===== config.mk =====
export PLATFORM = sky130hd
export DESIGN_NAME = drop_timer
export DESIGN_NICKNAME = d
export VERILOG_FILES = /design/src/rtl/drop_timer_pkg.sv /design/src/rtl/drop_timer_tick_prescaler.sv /design/src/rtl/drop_timer.sv
export SDC_FILE = /design/constraint.sdc
export NUM_CORES = 1
export LEC_CHECK = 0
export BUFFER_PORTS_ARGS = -buffer_cell sky130_fd_sc_hd__buf_2
export CAP_MARGIN = 20
export CORE_MARGIN = 4
export CORE_UTILIZATION = 52
export CTS_CLUSTER_SIZE = 10
export DETAILED_ROUTE_END_ITERATION = 6
export GPL_TIMING_DRIVEN = 0
export PLACE_DENSITY = 0.79
export SKIP_CTS_REPAIR_TIMING = 1
export SLEW_MARGIN = 20
export SYNTH_ARGS = -nofsm -noshare
export SYNTH_HDL_FRONTEND = slang
export SYNTH_SLANG_ARGS = --single-unit

===== constraint.sdc =====
create_clock -name clk -period 3.65 [get_ports clk]
set_clock_uncertainty 0.15 [all_clocks]
set_input_delay 0.365 -clock clk [delete_from_list [all_inputs] [get_ports clk]]
set_output_delay 0.365 -clock clk [all_outputs]
set_load 0.02 [all_outputs]

===== src/rtl/drop_timer_pkg.sv =====
// Shared definitions for the fall-time datapath: Q8.8 widths and the drop_timer state encoding.
package drop_timer_pkg;

    localparam int Q_INT  = 8;
    localparam int Q_FRAC = 8;
    localparam int Q_W    = Q_INT + Q_FRAC;

    typedef enum logic [1:0] {
        IDLE  = 2'd0,
        COUNT = 2'd1,
        DONE  = 2'd2
    } state_t;

    // A 1-cycle prescaler still needs a 1-bit counter.
    function automatic int presc_width(input int ticks);
        return (ticks > 1) ? $clog2(ticks) : 1;
    endfunction

endpackage


===== src/rtl/drop_timer_tick_prescaler.sv =====
// Reloadable down-counter; tick marks the enabled cycle on which the count sits at zero.
module tick_prescaler
    import drop_timer_pkg::*;
#(
    parameter int TICKS = 4
) (
    input  logic clk,
    input  logic rst_n,
    input  logic en,
    input  logic load,
    output logic tick
);

    localparam int            W      = presc_width(TICKS);
    localparam logic [W-1:0]  RELOAD = W'(TICKS - 1);

    logic [W-1:0] cnt;

    always_ff @(posedge clk or negedge rst_n) begin
        if (!rst_n) begin
            cnt <= '0;
        end else if (load) begin
            cnt <= RELOAD;
        end else if (en) begin
            cnt <= (cnt == '0) ? RELOAD : cnt - W'(1);
        end
    end

    assign tick = en && (cnt == '0);

endmodule


===== src/rtl/drop_timer.sv =====
// Counts a latched Q8.8 fall time down in prescaled clock ticks and issues a one-cycle drop.
//
// state | meaning
// IDLE  | waiting for a start request; start_ready high
// COUNT | remaining decrements once per prescaler tick; abort returns to IDLE
// DONE  | drop asserted for this single cycle, then back to IDLE
module drop_timer
    import drop_timer_pkg::*;
#(
    parameter int             TICKS_PER_LSB = 4,
    parameter logic [Q_W-1:0] MAX_T         = 16'h0F00
) (
    input  logic           clk,
    input  logic           rst_n,
    input  logic [Q_W-1:0] t_in,
    input  logic           start_valid,
    output logic           start_ready,
    input  logic           abort,
    output logic           busy,
    output logic [Q_W-1:0] remaining,
    output logic           drop,
    output logic           aborted,
    output logic           clamped
);

    state_t         state;
    logic [Q_W-1:0] t_sat;
    logic           accept;
    logic           presc_en;
    logic           tick;

    assign t_sat    = (t_in > MAX_T) ? MAX_T : t_in;
    assign accept   = start_valid && start_ready;
    assign presc_en = (state == COUNT) && !abort;

    tick_prescaler #(.TICKS(TICKS_PER_LSB)) u_presc (
        .clk   (clk),
        .rst_n (rst_n),
        .en    (presc_en),
        .load  (accept),
        .tick  (tick)
    );

    always_ff @(posedge clk or negedge rst_n) begin
        if (!rst_n) begin
            state       <= IDLE;
            start_ready <= 1'b1;
            busy        <= 1'b0;
            remaining   <= '0;
            drop        <= 1'b0;
            aborted     <= 1'b0;
            clamped     <= 1'b0;
        end else begin
            drop    <= 1'b0;
            aborted <= 1'b0;
            case (state)
                IDLE: begin
                    if (accept) begin
                        clamped     <= (t_in > MAX_T);
                        start_ready <= 1'b0;
                        busy        <= 1'b1;
                        remaining   <= t_sat;
                        if (t_sat == '0) begin
                            state <= DONE;
                            drop  <= 1'b1;
                        end else begin
                            state <= COUNT;
                        end
                    end
                end
                COUNT: begin
                    // Abort wins over a coincident final decrement, so drop never fires.
                    if (abort) begin
                        state       <= IDLE;
                        remaining   <= '0;
                        aborted     <= 1'b1;
                        busy        <= 1'b0;
                        start_ready <= 1'b1;
                    end else if (tick && remaining != '0) begin
                        remaining <= remaining - Q_W'(1);
                        if (remaining == Q_W'(1)) begin
                            state <= DONE;
                            drop  <= 1'b1;
                        end
                    end
                end
                DONE: begin
                    state       <= IDLE;
                    remaining   <= '0;
                    busy        <= 1'b0;
                    start_ready <= 1'b1;
                end
                default: begin
                    state       <= IDLE;
                    remaining   <= '0;
                    busy        <= 1'b0;
                    start_ready <= 1'b1;
                end
            endcase
        end
    end

endmodule


==> impl_metrics.csv, run 1 <==
group,metric,value,unit
yosys,syn-mean-instance-area,9.42,um2
timing,period_share,77.5,%
grt,grt_pass1_wl,7040,um
yosys,synth_edf_count,0,
die,core,2850,um2
die,num_rows,19,
worst_setup_path,worstPathMaxFanout,10,
timing,max_slew_margin,48.4,%
timing,final-setup-viol-count,0,
grt,antenna_found_initial,0,
yosys,synth_top_area_share,37.5,%
placement,portBuffers,40,
finish,drive_gt1_share,34.4,%
pwr,worst_ir_drop_vdd,379,uV
grt,grt_pass1_vias,1489,
worst_setup_path,r2r_slack,0.82,ns
finish,layout_common_cells,"buf_2, dfrtp_1, nand2_1",
yosys,synth_top_cell_by_area,"dfrtp_1",
yosys,synthesis.area,1600,um2
finish,fin_cells,246,
timing,slew_violations,0,
placement,dp_hpwl,3070,um
timing,tightest_slew,0.768,ns
yosys,synthSimpleGateAreaFrac,25.5,%
yosys,synth_xor_area_share,2.73,%
yosys,synth_seq_area_share,39.1,%
timing,fmax,353,MHz
placement,dp_cells,241,
yosys,yosys_warnings,0,
clock_network,cts_tree,"done",
die,die_area,4030,um2
run_status,outcome,"complete, no violations",
timing,rsz0062_at_grt,"false",
finish,area_delta_synth_final,17.2,%
die,start_util,56.1,%
yosys,synth_top_family_by_area,"simple AND/OR/NAND/NOR gates",
clock_network,clkTransAtPathRegs,0.13,ns
route,routed_wl,4060,um
pwr,pwr_density_cell,773,nW/um2
route,met1_length,1870,um
route,top_layer,"met4",
route,postRouteAntennaNets,0,
worst_setup_path,crit_type,"flip-flop to flip-flop",
yosys,synth_compound_gate_area_share,24.6,%
finish,mostFrequentLayoutCell,"buf_2",
worst_hold_path,hp-class,"input port to flip-flop",
timing,period_needed,2.83,ns
timing,hold-worst-slack,0.181,ns
worst_setup_path,cp-end-kind,"flip-flop",
yosys,synthMuxAreaShare,0,%
timing,setup-tns-final,0,ns
die,io_pins,41,
pwr,leakage,0.861,nW
route,wl_met2,1900,um
clock_network,clock_latency,0.31,ns
yosys,synthAdderAreaFrac,3.13,%
worst_setup_path,cp.required,3.70,ns
worst_setup_path,worst_setup_path_start_kind,"flip-flop",
run,drv_cap,0,
clock_network,clock_sinks,25,
clock_network,clockRootBuffer,"clkbuf_4",
route,num_vias,1546,
grt,grt_usage,21.7,%
clock_network,clockBufferDepth,2,
finish,nets,240,
yosys,ys_ff_latch,25,
grt,grt_max_degree,26,
grt,grt_overflow_total,0,
route,first_iter_violations,96,
yosys,async_flop_share,100,%
worst_setup_path,arrival,2.88,ns
route,met3RoutedLength,248,um
route,dr.pass1.iters,4,
finish,antenna_cells,0,
clock_network,htree_levels,1,
yosys,synth-main-ff-cell,"dfrtp_1",
route,route.detailed.drc,0,
yosys,synth.area.top_cells,"dfrtp_1, nand2_1, o21ai_2, o21ai_0, ha_1",
pwr,power.total,1.45,mW
finish,fin_util,65.8,%
route,wl_per_cell,16.5,um
die,die_h,63.5,um
placement,routabilityCongestion,0.855,
yosys,synth_cell_types,50,
yosys,netlist_instances,170,
yosys,synth_fp_nets,194,
clock_network,cts_buffers,3,
die,die_w,63.5,um
route,vias_per_cell,6.28,
timing,finalHoldViolCount,0,
cell type report:
cell class / count / area, um2
Buffer: 8 / 63.8
Sequential cell: 25 / 627
Tap cell: 31 / 38.8
Fill cell: 261 / 976
Timing Repair Buffer: 41 / 210
Clock buffer: 4 / 26.3
Multi-Input combinational cell: 133 / 896
Inverter: 4 / 15.0
registers in the layout (all words and copies together), names as in the netlist:
register / cells
aborted: 1
clamped: 1
start_ready: 1
u_presc.cnt: 2
remaining: 16
state: 2
drop: 1
busy: 1
critical path, stage by stage (launching register included):
cell      delay (ns)
dfrtp_1         0.46
inv_1           0.13
ha_1            0.19
or4b_2          0.59
or4_4           0.46
a21boi_4        0.31
or2_4           0.20
buf_12          0.14
o22ai_2         0.09
kinds of logic after synthesis:
group / Yosys count
and+or+nand+nor: 71
DFF: 25
adders and majority gates: 4
xor gates and xnor gates: 5
AOI/OAI and AO/OA: 53
buffers and inverters: 12
where the power goes:
part | switching (mW) | internal (mW)
combinational | 0.512 | 0.361
clock | 0.0805 | 0.0427
sequential | 0.0927 | 0.362
cell usage after synthesis (2+ instances only):
library cell / number
a21oi_1: 5
a22oi_1: 6
a31oi_1: 2
buf_6: 2
clkbuf_1: 3
clkbuf_2: 2
dfrtp_1: 24
ha_1: 4
inv_1: 4
nand2_1: 22
nand3_1: 4
nand3b_1: 2
nand4_1: 3
nor2_1: 10
nor3_1: 2
nor4_1: 7
o211ai_1: 3
o21ai_0: 12
o21ai_2: 9
o22ai_1: 3
o311ai_0: 2
or2_2: 2
or3_1: 2
or3_2: 2
or3b_2: 2
or4_1: 3
or4_4: 2
xnor2_1: 3
xor2_1: 2
layer usage:
metal,GRT usage [%],up-vias
li1,-,743
met1,31.2,733
met2,33.8,64
met3,3.91,6
met4,4.85,0
met5,0,-
worst paths after layout:
| kind | startpoint | endpoint | cells past startpoint |
|---|---|---|---|
| max reg2reg | remaining[0] | remaining[8] | 8 |
| min | t_in[5] | remaining[5] | 3 |
| max in group asynchronous | rst_n | start_ready | 2 |
| max | remaining[0] | remaining[8] | 8 |
| min reg2reg | busy | busy | 2 |
| min in group asynchronous | rst_n | remaining[13] | 2 |
per-stage QoR:
stage | cell area, um2 | setup slack (ns)
6_report | 1880 | 0.821
5_1_grt | 1880 | 0.685
3_3_place_gp | 1840 | 0.887
4_1_cts | 1870 | 0.837
2_1_floorplan | 1600 | 0.972
3_5_place_dp | 1840 | 0.855
No activity file was read; power rests on OpenSTA's default activity.
==> run 2, diff against run 1 <==
- clock period: 3.65 -> 2.66 ns (I/O delays scaled with it)
==> run 2 against run 1 <==
  * First-iteration DRC count up 26%
  * Clock-buffer cell count down 1
  * Worst hold slack worse by 0.12 ns
  * Final area up 3.0%
  * Non-clock buffer count up 4
  * Die area unchanged
  * Critical endpoint unchanged
  * Core utilization up 2.0 points
==> impl_metrics.csv, run 2 (synthesis results as in run 1) <==
group,metric,value,unit
worst_setup_path,path_cells,"inv_2, ha_2, or4b_4, or4_4, a21boi_4, or2_4, buf_12, o22ai_2",
clock_network,clock_sinks,25,
grt,grt_pass1_wl,7160,um
worst_setup_path,crit_family,"simple AND/OR/NAND/NOR gates",
clock_network,cts_tree,"done",
route,first_iter_violations,121,
worst_setup_path,worstSetupEndpoint,"remaining[8]",
grt,grt_max_degree,26,
route,route.detailed.drc,0,
worst_setup_path,cp.required,2.73,ns
grt,grt_overflow_total,0,
pwr,power.total,2.11,mW
timing,finalHoldViolCount,0,
timing,final-setup-viol-count,0,
route,vias_per_cell,6.42,
finish,multi_input_area,902,um2
grt,antenna_found_initial,0,
worst_setup_path,worst_setup_path_start_kind,"flip-flop",
die,num_rows,19,
pwr,pwr_density_cell,1090,nW/um2
finish,register_area,628,um2
finish,top_register,"remaining",
finish,nets,244,
worst_setup_path,r2r-end,"remaining[8]",
worst_setup_path,reg2reg_from,"remaining[0]",
die,io_pins,41,
timing,fmax,389,MHz
die,die_h,63.5,um
worst_setup_path,cp-end-kind,"flip-flop",
clock_network,clock_latency,0.33,ns
clock_network,htree_levels,1,
grt,grt_pass1_vias,1510,
timing,period_needed,2.57,ns
finish,nFillCells,244,
timing,slew_violations,0,
timing,period_share,96.6,%
clock_network,clockRootBuffer,"clkbuf_4",
route,dr.pass1.iters,5,
clock_network,clockBufferDepth,2,
finish,layout_common_cells,"buf_2, dfrtp_1, nand2_1",
timing,hold-worst-slack,0.0567,ns
worst_setup_path,crit_path_start,"remaining[0]",
die,die_w,63.5,um
timing,rsz0062_at_grt,"false",
worst_setup_path,rr_worst_depth,8,
route,postRouteAntennaNets,0,
clock_network,cts_buffers,3,
route,routed_wl,4390,um
worst_setup_path,r2r_slack,0.09,ns
timing,tightest_slew,0.775,ns
finish,drive_gt1_share,37.9,%
worst_setup_path,critPathMaxStageDelay,0.55,ns
finish,largest_reg_flops,16,
route,num_vias,1605,
pwr,leakage,0.889,nW
worst_setup_path,arrival,2.64,ns
worst_setup_path,worstPathMaxFanout,5,
timing,max_slew_margin,47.9,%
grt,grt_usage,22.4,%
die,core,2850,um2
worst_setup_path,cp.depth,8,
die,start_util,56.1,%
run,drv_cap,0,
placement,routabilityCongestion,0.854,
finish,area_delta_synth_final,20.7,%
placement,portBuffers,40,
worst_setup_path,cp_slowest_cell,"or4_4",
die,die_area,4030,um2
run_status,outcome,"complete, no violations",
pwr,worst_ir_drop_vdd,572,uV
finish,antenna_cells,0,
route,wl_per_cell,17.6,um
worst_hold_path,hp-class,"input port to flip-flop",
worst_setup_path,crit_type,"flip-flop to flip-flop",
finish,top_regs,"remaining x16, state x2, u_presc.cnt x2",
worst_setup_path,critPathBufInv,2,
clock_network,clkTransAtPathRegs,0.14,ns
finish,mostFrequentLayoutCell,"buf_2",
placement,dp_hpwl,3160,um
==> run 2: how the worst min path moves through the flow <==
stage,start,to,slack (ns),cells after the start
final,t_in[1],remaining[1],0.06,3
after global placement,rst_n,remaining[13],0.13,1
after global routing,t_in[1],remaining[1],0.05,3
after CTS,rst_n,remaining[14],-0.23,1
after detailed placement,rst_n,remaining[12],0.14,1
after floorplan,rst_n,aborted,-0.18,0
==> run 2: layout make-up <==
class	count	share of cell area (%)
multi-input cells	133	46.7
flip-flops and latches	25	32.5
repair buffers	45	13.3
plain buffers	8	3.30
well taps	31	2.01
clock buffers	3	1.17
inverters	4	0.777
clock inverters	1	0.259
==> run 2: through the flow <==
stage / instance area [um2] / cells / TNS [ns] / setup WS (ns) / util [%]
6_report: 1930 / 250 / 0 / 0.0903 / 67.8
5_1_grt: 1930 / 250 / 0 / 0.0148 / 67.8
4_1_cts: 1870 / 245 / -1.09 / -0.146 / 65.5
3_5_place_dp: 1840 / 241 / -0.835 / -0.123 / 64.6
3_3_place_gp: 1840 / 241 / -0.684 / -0.102 / 64.6
2_1_floorplan: 1600 / 170 / 0 / 0.00276 / -
==> run 2: power breakdown <==
part | switching (mW) | internal [mW]
combinational | 0.744 | 0.564
sequential | 0.121 | 0.497
clock | 0.122 | 0.0566
total | 0.987 | 1.12
==> run 2: routing by layer <==
metal / global-route usage (%) / part of all wire [%] / wire length (um) / vias up
met1: 30.4 / 45 / 1970 / 757
met4: 11.9 / 2.2 / 96 / 0
met3: 4.62 / 7.6 / 332 / 10
met5: 0 / 0 / 0 / -
li1: - / - / - / 747
met2: 33.4 / 45 / 1990 / 91
==> run 2: worst min-delay path: cells and delay by family <==
kind	cells	cell delay, ns
compound gates	2	0.16
buf+inv	1	0.09
==> run 3, diff against run 2 <==
- CELL_PAD_IN_SITES_DETAIL_PLACEMENT: unset -> 1
- CELL_PAD_IN_SITES_GLOBAL_PLACEMENT: unset -> 1
- CORE_UTILIZATION: 52 -> 39
- PLACE_DENSITY: 0.79 -> unset
- PLACE_DENSITY_LB_ADDON: unset -> 0.1
- REMOVE_ABC_BUFFERS: unset -> 1
- SLEW_MARGIN: 20 -> 10
==> run 3 against run 2 <==
  * Combinational power decreased by 9%
  * Fmax decreased by 0.32%
  * Final cell count increased by 4.4%
  * Global-route usage decreased by 2.9 points
  * Worst hold slack improved by 0.071 ns
  * Critical path depth decreased by 3
==> impl_metrics.csv, run 3 (synthesis results as in run 1) <==
group,metric,value,unit
run_status,outcome,"complete, no violations",
finish,nets,236,
worst_setup_path,worstSetupEndpoint,"remaining[2]",
finish,mostFrequentLayoutCell,"buf_2",
finish,drive_gt1_share,36.0,%
placement,routabilityCongestion,0.875,
route,postRouteAntennaNets,0,
grt,grt_overflow_total,0,
worst_hold_path,worstHoldStart,"t_in[5]",
worst_setup_path,rr_worst_depth,5,
die,die_area,5200,um2
clock_network,htree_levels,1,
worst_setup_path,worst_setup_path_start_kind,"flip-flop",
route,first_iter_violations,73,
placement,dp_hpwl,3540,um
worst_hold_path,hold_depth,3,
die,core,4000,um2
worst_setup_path,crit_type,"flip-flop to flip-flop",
grt,antenna_found_initial,0,
route,routed_wl,4720,um
timing,finalHoldViolCount,0,
clock_network,clock_latency,0.27,ns
finish,area_delta_synth_final,19.0,%
worst_setup_path,cp.required,2.66,ns
route,wl_per_cell,18.1,um
grt,grt_pass1_vias,1694,
clock_network,cts_buffers,3,
pwr,power.total,2.06,mW
grt,grt_max_degree,26,
pwr,internal-power,1.08,mW
worst_setup_path,arrival,2.58,ns
pwr,p_comb_share,58.0,%
pwr,swShare,47.5,%
timing,fin_ws,0.0820,ns
finish,top_register,"remaining",
route,route.detailed.drc,0,
timing,period_needed,2.58,ns
die,num_rows,23,
clock_network,cts_tree,"done",
route,num_vias,1547,
worst_setup_path,worstPathMaxFanout,7,
pwr,power.switching,0.976,mW
timing,fmax,388,MHz
timing,tightest_slew,0.776,ns
clock_network,clock_sinks,25,
finish,antenna_cells,0,
placement,portBuffers,40,
timing,period_share,96.9,%
worst_setup_path,r2r-end,"remaining[2]",
finish,top_regs,"remaining x16, state x2, u_presc.cnt x2",
die,die_w,72.1,um
worst_setup_path,reg2reg_from,"remaining[3]",
pwr,clockPowerShare,11.2,%
clock_network,clockRootBuffer,"clkbuf_8",
route,vias_per_cell,5.93,
worst_setup_path,crit_path_start,"remaining[3]",
placement,post-place-ws,-0.215,ns
die,start_util,40.0,%
die,die_h,72.1,um
finish,layout_common_cells,"buf_2, dfrtp_1, nand2_1",
grt,grt_pass1_wl,7980,um
worst_hold_path,hp-class,"input port to flip-flop",
finish,largest_reg_flops,16,
timing,max_slew_margin,47.8,%
timing,slew_violations,0,
run,drv_cap,0,
timing,final-setup-viol-count,0,
pwr,worst_ir_drop_vdd,443,uV
pwr,pwr_density_cell,1080,nW/um2
worst_setup_path,r2r_slack,0.08,ns
clock_network,clockBufferDepth,2,
worst_setup_path,cp-end-kind,"flip-flop",
pwr,leakage,0.856,nW
die,io_pins,41,
clock_network,clkTransAtPathRegs,0.09,ns
pwr,seqPwrFrac,30.8,%
route,dr.pass1.iters,4,
grt,grt_usage,19.5,%
run 3: cell types whose count changed in the layout (fill, tap and decap cells not counted), sizes merged:
| cell | previous run | this run |
|---|---|---|
| clkinv | 1 | 0 |
| buf | 46 | 43 |
| clkbuf | 9 | 4 |
| or2 | 3 | 4 |
run 3: worst max-delay path, cell delays in order, from the launching register on:
cell and delay, ns:
dfrtp_1 0.47, or4_1 0.71, or4_4 0.57, a21boi_4 0.23
or2_4 0.22, o21ai_0 0.11
run 3: metal layers:
metal	vias up	wire length, um	track usage [%]
met3	4	209	2.91
met4	0	38	5.64
met5	-	0	0
li1	731	-	-
met1	767	2030	23.4
met2	45	2450	35.7
run 3: worst min-delay path by stage:
stage | endpoint | slack [ns]
after floorplan | aborted | -0.18
after global placement | aborted | 0.14
after detailed placement | aborted | 0.15
after CTS | u_presc.cnt[0] | -0.15
after global routing | remaining[1] | 0.14
final | remaining[5] | 0.13
run 3: per-stage QoR:
step | util (%) | hold WS (ns) | instance area [um2] | setup TNS, ns | instances
3_3_place_gp | 45.0 | 0.137 | 1800 | -1.66 | 252
5_1_grt | 47.6 | 0.136 | 1910 | -0.0164 | 261
4_1_cts | 46.1 | -0.147 | 1850 | -2.14 | 256
3_5_place_dp | 45.0 | 0.153 | 1800 | -2.02 | 252
6_report | 47.6 | 0.127 | 1910 | 0 | 261
2_1_floorplan | - | -0.180 | 1540 | 0 | 162
run 3: power groups by stage:
| stage | clock network [mW] | logic (mW) | registers [mW] |
|---|---|---|---|
| after global routing | 0.257 | 1.31 | 0.654 |
| after detailed placement | 0 | 1.12 | 0.641 |
| final | 0.230 | 1.19 | 0.633 |
| after floorplan | 0 | 0.687 | 0.720 |
| after global placement | 0 | 1.09 | 0.634 |
| after CTS | 0.238 | 1.13 | 0.633 |
run 3: cell type report:
class	instances	area [um2]
Tap cell	50	62.6
Inverter	4	15.0
Fill cell	486	2090
Multi-Input combinational cell	134	923
Clock buffer	4	45.0
Timing Repair Buffer	44	233
Sequential cell	25	627
